`src/rtl/hangman_pkg.sv`:
```
// Shared definitions for the hangman controller: state encoding and default sizing.
package hangman_pkg;

  localparam int DEF_WORD_LEN  = 5;
  localparam int DEF_CHAR_W    = 5;
  localparam int DEF_MAX_TRIES = 7;

  typedef enum logic [2:0] {
    IDLE,
    LOAD,
    PLAY,
    CHECK,
    WIN,
    LOSE
  } state_t;

endpackage

```
`src/rtl/hangman_match.sv`:
```
// Per-position letter comparator: bit i of match is high when letter i equals guess.
module hangman_match
  import hangman_pkg::*;
#(
  parameter int WORD_LEN = DEF_WORD_LEN,
  parameter int CHAR_W   = DEF_CHAR_W
) (
  input  logic [WORD_LEN*CHAR_W-1:0] word,
  input  logic [CHAR_W-1:0]          guess,
  output logic [WORD_LEN-1:0]        match
);

  // Compare every letter slot against the guess in parallel
  always_comb begin
    match = '0;
    for (int unsigned i = 0; i < WORD_LEN; i++) begin
      match[i] = (word[i*CHAR_W +: CHAR_W] == guess);
    end
  end

endmodule

```
`src/rtl/hangman_ctrl_p.sv`:
```
// Hangman game controller: loads a secret word, evaluates one guess at a time,
// tracks found letters and remaining wrong guesses, and reports win/lose.
module hangman_ctrl_p
  import hangman_pkg::*;
#(
  parameter int WORD_LEN  = DEF_WORD_LEN,
  parameter int CHAR_W    = DEF_CHAR_W,
  parameter int MAX_TRIES = DEF_MAX_TRIES
) (
  input  logic                              clk,
  input  logic                              rst,
  input  logic                              start,
  input  logic [WORD_LEN*CHAR_W-1:0]        word,
  input  logic                              guess_valid,
  input  logic [CHAR_W-1:0]                 guess_char,
  output logic                              guess_ready,
  output logic [WORD_LEN-1:0]               found_mask,
  output logic [$clog2(MAX_TRIES+1)-1:0]    tries_left,
  output logic                              win,
  output logic                              lose,
  output logic                              last_hit
);

  localparam int TW = $clog2(MAX_TRIES + 1);

  if (WORD_LEN < 1 || CHAR_W < 1 || MAX_TRIES < 1) begin : g_bad_params
    $error("hangman_ctrl_p: WORD_LEN, CHAR_W and MAX_TRIES must all be >= 1");
  end

  state_t                      state_q, state_d;
  logic [WORD_LEN*CHAR_W-1:0]  word_q;
  logic [CHAR_W-1:0]           guess_q;
  logic [WORD_LEN-1:0]         match;
  logic [WORD_LEN-1:0]         mask_upd;
  logic [TW-1:0]               tries_upd;
  logic                        hit;

  hangman_match #(
    .WORD_LEN (WORD_LEN),
    .CHAR_W   (CHAR_W)
  ) u_match (
    .word  (word_q),
    .guess (guess_q),
    .match (match)
  );

  // Outcome of the guess held in CHECK: merged mask, hit flag and decremented tries
  always_comb begin
    mask_upd  = found_mask | match;
    hit       = |(match & ~found_mask);
    tries_upd = tries_left;
    if (match == '0 && tries_left != '0) begin
      tries_upd = tries_left - TW'(1);
    end
  end

  // State register
  always_ff @(posedge clk or posedge rst) begin
    if (rst) begin
      state_q <= IDLE;
    end else begin
      state_q <= state_d;
    end
  end

  // Next-state logic; win is tested before lose so it takes precedence
  always_comb begin
    state_d = state_q;
    case (state_q)
      IDLE, WIN, LOSE: if (start) state_d = LOAD;
      LOAD:            state_d = PLAY;
      PLAY:            if (guess_valid) state_d = CHECK;
      CHECK: begin
        if (&mask_upd)            state_d = WIN;
        else if (tries_upd == '0) state_d = LOSE;
        else                      state_d = PLAY;
      end
      default:         state_d = IDLE;
    endcase
  end

  // Handshake output: guesses are only taken while playing
  always_comb begin
    guess_ready = (state_q == PLAY);
  end

  // Game datapath: word/guess latches, progress and result flags
  always_ff @(posedge clk or posedge rst) begin
    if (rst) begin
      word_q     <= '0;
      guess_q    <= '0;
      found_mask <= '0;
      tries_left <= TW'(MAX_TRIES);
      last_hit   <= 1'b0;
      win        <= 1'b0;
      lose       <= 1'b0;
    end else begin
      case (state_q)
        IDLE, WIN, LOSE: begin
          if (start) begin
            win  <= 1'b0;
            lose <= 1'b0;
          end
        end
        LOAD: begin
          word_q     <= word;
          found_mask <= '0;
          tries_left <= TW'(MAX_TRIES);
          last_hit   <= 1'b0;
          win        <= 1'b0;
          lose       <= 1'b0;
        end
        PLAY: begin
          if (guess_valid) guess_q <= guess_char;
        end
        CHECK: begin
          found_mask <= mask_upd;
          tries_left <= tries_upd;
          last_hit   <= hit;
          win        <= &mask_upd;
          lose       <= ~(&mask_upd) && (tries_upd == '0);
        end
        default: ;
      endcase
    end
  end

endmodule

```
`config.mk`:
```
export PLATFORM = sky130hd
export DESIGN_NAME = hangman_ctrl_p
export DESIGN_NICKNAME = d
export VERILOG_FILES = /design/src/rtl/hangman_pkg.sv /design/src/rtl/hangman_match.sv /design/src/rtl/hangman_ctrl_p.sv
export SDC_FILE = /design/constraint.sdc
export NUM_CORES = 1
export LEC_CHECK = 0
export BUFFER_PORTS_ARGS = -buffer_cell sky130_fd_sc_hd__buf_2
export CAP_MARGIN = 20
export CORE_AREA = 2 2 70 72
export DETAILED_ROUTE_END_ITERATION = 12
export DIE_AREA = 0 0 72 74
export PLACE_DENSITY_LB_ADDON = 0.12
export SYNTH_ARGS = -nofsm -noshare
export SYNTH_HDL_FRONTEND = slang
export SYNTH_SLANG_ARGS = --single-unit
```
`constraint.sdc`:
```
create_clock -name clk -period 2.4 [get_ports clk]
set_clock_uncertainty 0.1 [all_clocks]
set_input_delay 0.36 -clock clk [delete_from_list [all_inputs] [get_ports clk]]
set_output_delay 0.36 -clock clk [all_outputs]
set_load 0.05 [all_outputs]
```
==> impl_metrics.ini, run 1 <==
[outcome]
status = complete, no violations

[pwr]
p_clk_frac = 0.116
power.density_nw_per_um2 = 1450
power.share.switching = 0.426
comb_power_share = 0.475
p_seq_frac = 0.408
p_switching_mw = 1.57
peakVddDrop_mv = 0.571
p_int_mw = 2.11
power.leakage_nw = 1.13

[placed_design]
dpl.hpwl_mm = 3.28
post_dp_cell_area_um2 = 2450
portBuffers = 45
gp_congestion = 0.922

[yosys]
synthAdderAreaFrac = 0.0113
yosys-mux-area-fraction = 0.156
yosys_register_bits = 44
syn_nets = 223
synthSimpleGateAreaFrac = 0.118
netlist_instances = 187
synth_xor_area_frac = 0.102
synth_compound_area_frac = 0.0675
synth_top_family_by_area = multiplexers
synth-seq-area-share = 0.497
avgSynthCellArea_um2 = 11.9
synthDistinctLibCells = 35
synth_area_um2 = 2220
yosysWarnings = 0

[clock_network]
root_buffer = clkbuf_8
clk_latency_ps = 290
cts.hold.buffers_added = 0
cts_tree = done
cts_max_level = 2
cts.path.max_buffers = 2
cts_resized = 0
post_cts_buffers = 0
clk_pin_slew_worst_paths_ps = 80
clkSinkCount = 44
cts_buffers = 5

[grt]
antenna_found_initial = 0
grt_pass1_wl_mm = 7.38
grt_max_degree = 45
grtUsageTotal = 0.183
grt_pass1_vias = 1538
gr-total-overflow = 0

[final_layout]
num_antenna_cells = 0
final_cell_area_um2 = 2530
layout_commonest_cell = buf_2
syn_to_final_growth_pct = 13.8
layout_common_cells = buf_2 (45), dfrtp_1 (41), mux2_2 (30)
drive_above_1_share = 0.426
fill_cells = 409
fin_nets = 266

[floorplan]
die_y_um = 74
rows = 25
num_io_pins = 46
die_w_um = 72
start_util = 0.484
die-area_um2 = 5330
fp.coreArea_um2 = 4600

[sta]
setup_viol = 0
maxSlewViolCount = 0
rsz0062_at_grt = false
setup-tns-final_ps = 0
hold_viol = 0
hold_slack_ps = 83.5
fmax_mhz = 460
slew_headroom = 0.629
finalCriticalPeriod_ps = 2170
finalCritPeriodShare = 0.905
worstMarginPinSlew_ps = 556

[setup_path]
reg2reg_depth = 7
cp-end-kind = flop
cp_common_cell = nor3_2
r2r-end = lose
path_class = flop to flop
cp.arrival_ps = 2250
r2r_slack_ps = 230
critPathLaunchType = flop
crit_required_ps = 2480
timing.rr.start = guess_q[2]
crit_family = simple AND/OR/NAND/NOR gates
crit_path_max_fanout = 6
worstPathCellList = xnor2_1 -> nand3_1 -> nor3_2 -> o22ai_1 -> nor3_2 -> nor2_1 -> a22o_1
crit_slowest_cell = dfrtp_1
path_buf_inv = 0
cpPeakStageDelay_ps = 580

[detailed_routing]
ant_nets = 0
wire_per_inst_um = 15.6
vias = 1538
drt_iter0_markers = 52
drc_errors = 0
drt-total-wl_mm = 4.43
firstDrtPassIters = 4
viasPerCell = 5.42

[hold_path]
hold_path.class = primary input to asynchronous set/reset pin

[job]
maxCapViolCount = 0
state kept, by name (all words and copies together) (netlist names):
signal and cells:
found_mask 5, tries_left 3, state_q 3, guess_q 5, word_q 25, win 1
lose 1, last_hit 1
stage by stage:
step                      power [mW]  utilization  instances  setup slack [ps]
after CTS                       3.71        0.550        284               196
after floorplan                 2.97            -        187              20.4
after global placement          3.21        0.534        277               289
final                           3.68        0.550        284               228
after global routing            3.97        0.550        284              47.9
after detailed placement        3.28        0.534        277               213
routing by layer:
metal	routed length [um]	share of wire	global-route usage	vias up
met5	0	0	0	-
met4	78	0.018	0.0650	0
met3	244	0.055	0.0434	10
met2	2140	0.48	0.299	50
met1	1960	0.44	0.240	750
li1	-	-	-	728
synth_stat cells (all sizes together):
cell type  instances  share of area
buf                9          0.033
o21bai             1         0.0034
o21ai              3         0.0068
nor4               3          0.011
a21o               2         0.0079
nor3               7          0.029
mux2i              1         0.0045
clkbuf             2         0.0034
a22o               3          0.012
mux2              30           0.15
nand2b             2         0.0056
nor2              13          0.022
a21oi              6          0.014
a222oi             1         0.0045
xor2              10          0.039
and2               1         0.0028
or2b               1         0.0034
inv                7          0.012
dfrtp             41           0.46
xnor2             15          0.062
o32a               1         0.0045
nor3b              2         0.0068
o22ai              3         0.0084
nand3              8          0.018
a22oi              2         0.0068
ha                 2          0.011
nand2              4         0.0079
nor2b              4          0.011
dfstp              3          0.035
worst register-to-register path, stage by stage (launching register included):
cell and delay, ps:
dfrtp_1 580, xnor2_1 180, nand3_1 120, nor3_2 330, o22ai_1 160, nor3_2 280, nor2_1 90, a22o_1 230
power groups by stage:
| stage | Combinational, mW | Sequential (mW) | Clock (mW) |
|---|---|---|---|
| final | 1.75 | 1.50 | 0.427 |
| after detailed placement | 1.75 | 1.52 | 0 |
| after floorplan | 1.40 | 1.57 | 0 |
| after global placement | 1.71 | 1.51 | 0 |
| after CTS | 1.76 | 1.51 | 0.446 |
| after global routing | 1.93 | 1.56 | 0.474 |
final cells by class:
| cell class | count | area, um2 | area share |
|---|---|---|---|
| clock inverter | 1 | 5.00 | 0.00198 |
| tap | 54 | 67.6 | 0.0267 |
| clock buffer | 6 | 72.6 | 0.0287 |
| multi-input combinational | 125 | 1010 | 0.401 |
| timing repair buffer | 47 | 240 | 0.0949 |
| sequential | 44 | 1100 | 0.436 |
| inverter | 7 | 26.3 | 0.0104 |
worst max-delay path by stage:
| stage | cells past startpoint | slack, ps | start | endpoint |
|---|---|---|---|---|
| after global placement | 7 | 290 | guess_q[2] | lose |
| after CTS | 7 | 200 | guess_q[2] | lose |
| after detailed placement | 7 | 210 | guess_q[2] | lose |
| final | 7 | 230 | guess_q[2] | lose |
| after floorplan | 6 | 20 | state_q[1] | guess_q[0] |
| after global routing | 7 | 50 | guess_q[2] | lose |
logic make-up after synthesis:
kind of cell               count (synthesis)
muxes                                     31
and+or+nand+nor                           45
xor gates and xnor gates                  25
DFF                                       44
buffers and inverters                     18
AOI/OAI and AO/OA                         22
adders and majority gates                  2
(Power assumes the default switching activity.)
==> inputs of run 2 (changes only) <==
--- a/config.mk
+++ b/config.mk
@@ -5,11 +5,12 @@
 export SDC_FILE = /design/constraint.sdc
 export NUM_CORES = 1
 export LEC_CHECK = 0
-export BUFFER_PORTS_ARGS = -buffer_cell sky130_fd_sc_hd__buf_2
+export BUFFER_PORTS_ARGS = -buffer_cell sky130_fd_sc_hd__buf_4
 export CAP_MARGIN = 20
 export CORE_AREA = 2 2 70 72
 export DETAILED_ROUTE_END_ITERATION = 12
 export DIE_AREA = 0 0 72 74
+export MAX_ROUTING_LAYER = met4
 export PLACE_DENSITY_LB_ADDON = 0.12
 export SYNTH_ARGS = -nofsm -noshare
 export SYNTH_HDL_FRONTEND = slang
==> impl_metrics.ini, run 2 (synthesis results as in run 1) <==
[setup_path]
cpPeakStageDelay_ps = 510
crit_start = guess_q[4]
cp-end-kind = flop
worstPathCellList = xnor2_1 -> nand3_1 -> nor3_2 -> o22ai_1 -> nor3_2 -> nor2_1 -> a22o_1
crit_required_ps = 2490
cp_common_cell = nor3_2
cp.arrival_ps = 2250
critPathLaunchType = flop
r2r_slack_ps = 240
crit_path_max_fanout = 6
crit_slowest_cell = dfrtp_1
timing.rr.start = guess_q[4]
path_class = flop to flop

[floorplan]
fp.coreArea_um2 = 4600
die_w_um = 72
die-area_um2 = 5330
start_util = 0.484
rows = 25
die_y_um = 74
num_io_pins = 46

[detailed_routing]
firstDrtPassIters = 4
vias = 1531
ant_nets = 0
wire_per_inst_um = 15.4
drt_iter0_markers = 68
drt-total-wl_mm = 4.40
viasPerCell = 5.37
drc_errors = 0

[placed_design]
place_inst = 277
place_ws_ps = 267
gp_congestion = 0.948
post_dp_cell_area_um2 = 2570
portBuffers = 45
dpl.hpwl_mm = 3.28

[clock_network]
clkSinkCount = 44
cts_max_level = 2
post_cts_buffers = 0
cts.hold.buffers_added = 0
clk_latency_ps = 290
cts_tree = done
cts.path.max_buffers = 2
cts_buffers = 5
cts_resized = 0
root_buffer = clkbuf_8
clk_pin_slew_worst_paths_ps = 80

[pwr]
p_seq_frac = 0.368
total_power_mw = 4.07
power.share.switching = 0.386
power.density_nw_per_um2 = 1490
peakVddDrop_mv = 0.704
p_clk_frac = 0.189
comb_power_share = 0.443
p_switching_mw = 1.57
power.leakage_nw = 1.20
p_int_mw = 2.50

[grt]
grt_pass1_vias = 1572
grt_max_degree = 45
grtUsageTotal = 0.187
gr-total-overflow = 0
antenna_found_initial = 0
grt_pass1_wl_mm = 7.36

[sta]
setup-tns-final_ps = 0
setup_viol = 0
rsz0062_at_grt = false
finalCriticalPeriod_ps = 2160
fmax_mhz = 463
finalCritPeriodShare = 0.900
worstMarginPinSlew_ps = 556
maxSlewViolCount = 0
timing.final.ws_setup_ps = 239
hold_slack_ps = 105
slew_headroom = 0.629
hold_viol = 0

[final_layout]
fin_util = 0.593
top_register = word_q
largest_reg_flops = 25
fill_cells = 407
top_regs = word_q: 25 flops, found_mask: 5 flops, guess_q: 5 flops
fin_cells = 285
layout_commonest_cell = buf_4
final-seq-area_um2 = 1100
num_antenna_cells = 0
multi_input_area_um2 = 1010
drive_above_1_share = 0.433
layout_common_cells = buf_4 (47), dfrtp_1 (41), mux2_2 (30)
syn_to_final_growth_pct = 22.6
final_cell_area_um2 = 2730
fin_nets = 266

[outcome]
status = complete, no violations

[job]
maxCapViolCount = 0

[hold_path]
hold_path.class = primary input to asynchronous set/reset pin
-- run 2: changes by cell type in the layout (fill, tap and decap cells not counted), sizes merged --
cell / before / now
clkinv: 1 / 0
bufinv: 0 / 3
clkbuf: 6 / 5
-- run 2: layer usage --
| layer | vias to the layer above | wire [um] | global-route usage |
|---|---|---|---|
| met4 | 0 | 56 | 0.0587 |
| met2 | 41 | 2170 | 0.307 |
| met5 | - | 0 | - |
| li1 | 730 | - | - |
| met1 | 755 | 1950 | 0.232 |
| met3 | 5 | 224 | 0.0434 |
-- run 2: power groups by stage --
stage | Clock [mW] | Sequential [mW] | Combinational [mW]
after floorplan | 0 | 1.57 | 1.40
after detailed placement | 0 | 1.52 | 1.80
after global routing | 0.817 | 1.55 | 1.96
final | 0.770 | 1.50 | 1.80
after global placement | 0 | 1.51 | 1.76
after CTS | 0.787 | 1.51 | 1.81
-- run 2: final cells by class --
type / instances / area share
clock buffers: 5 / 0.0253
clock inverters: 3 / 0.0331
inverters: 7 / 0.00964
multi-input cells: 125 / 0.372
flip-flops and latches: 44 / 0.405
well taps: 54 / 0.0248
repair buffers: 47 / 0.129
-- run 2: worst paths after layout --
path / cells past startpoint / endpoint
max in group asynchronous: 3 / word_q[6]
min in group clk: 2 / word_q[11]
min reg2reg: 1 / lose
max: 7 / lose
min: 3 / win
max reg2reg: 7 / lose
-- run 2: critical path: cells and delay by family (launching register included) --
kind	cells	cell delay, ps
flops	1	510
xor+xnor	1	230
compound gates	2	390
simple gates	4	820
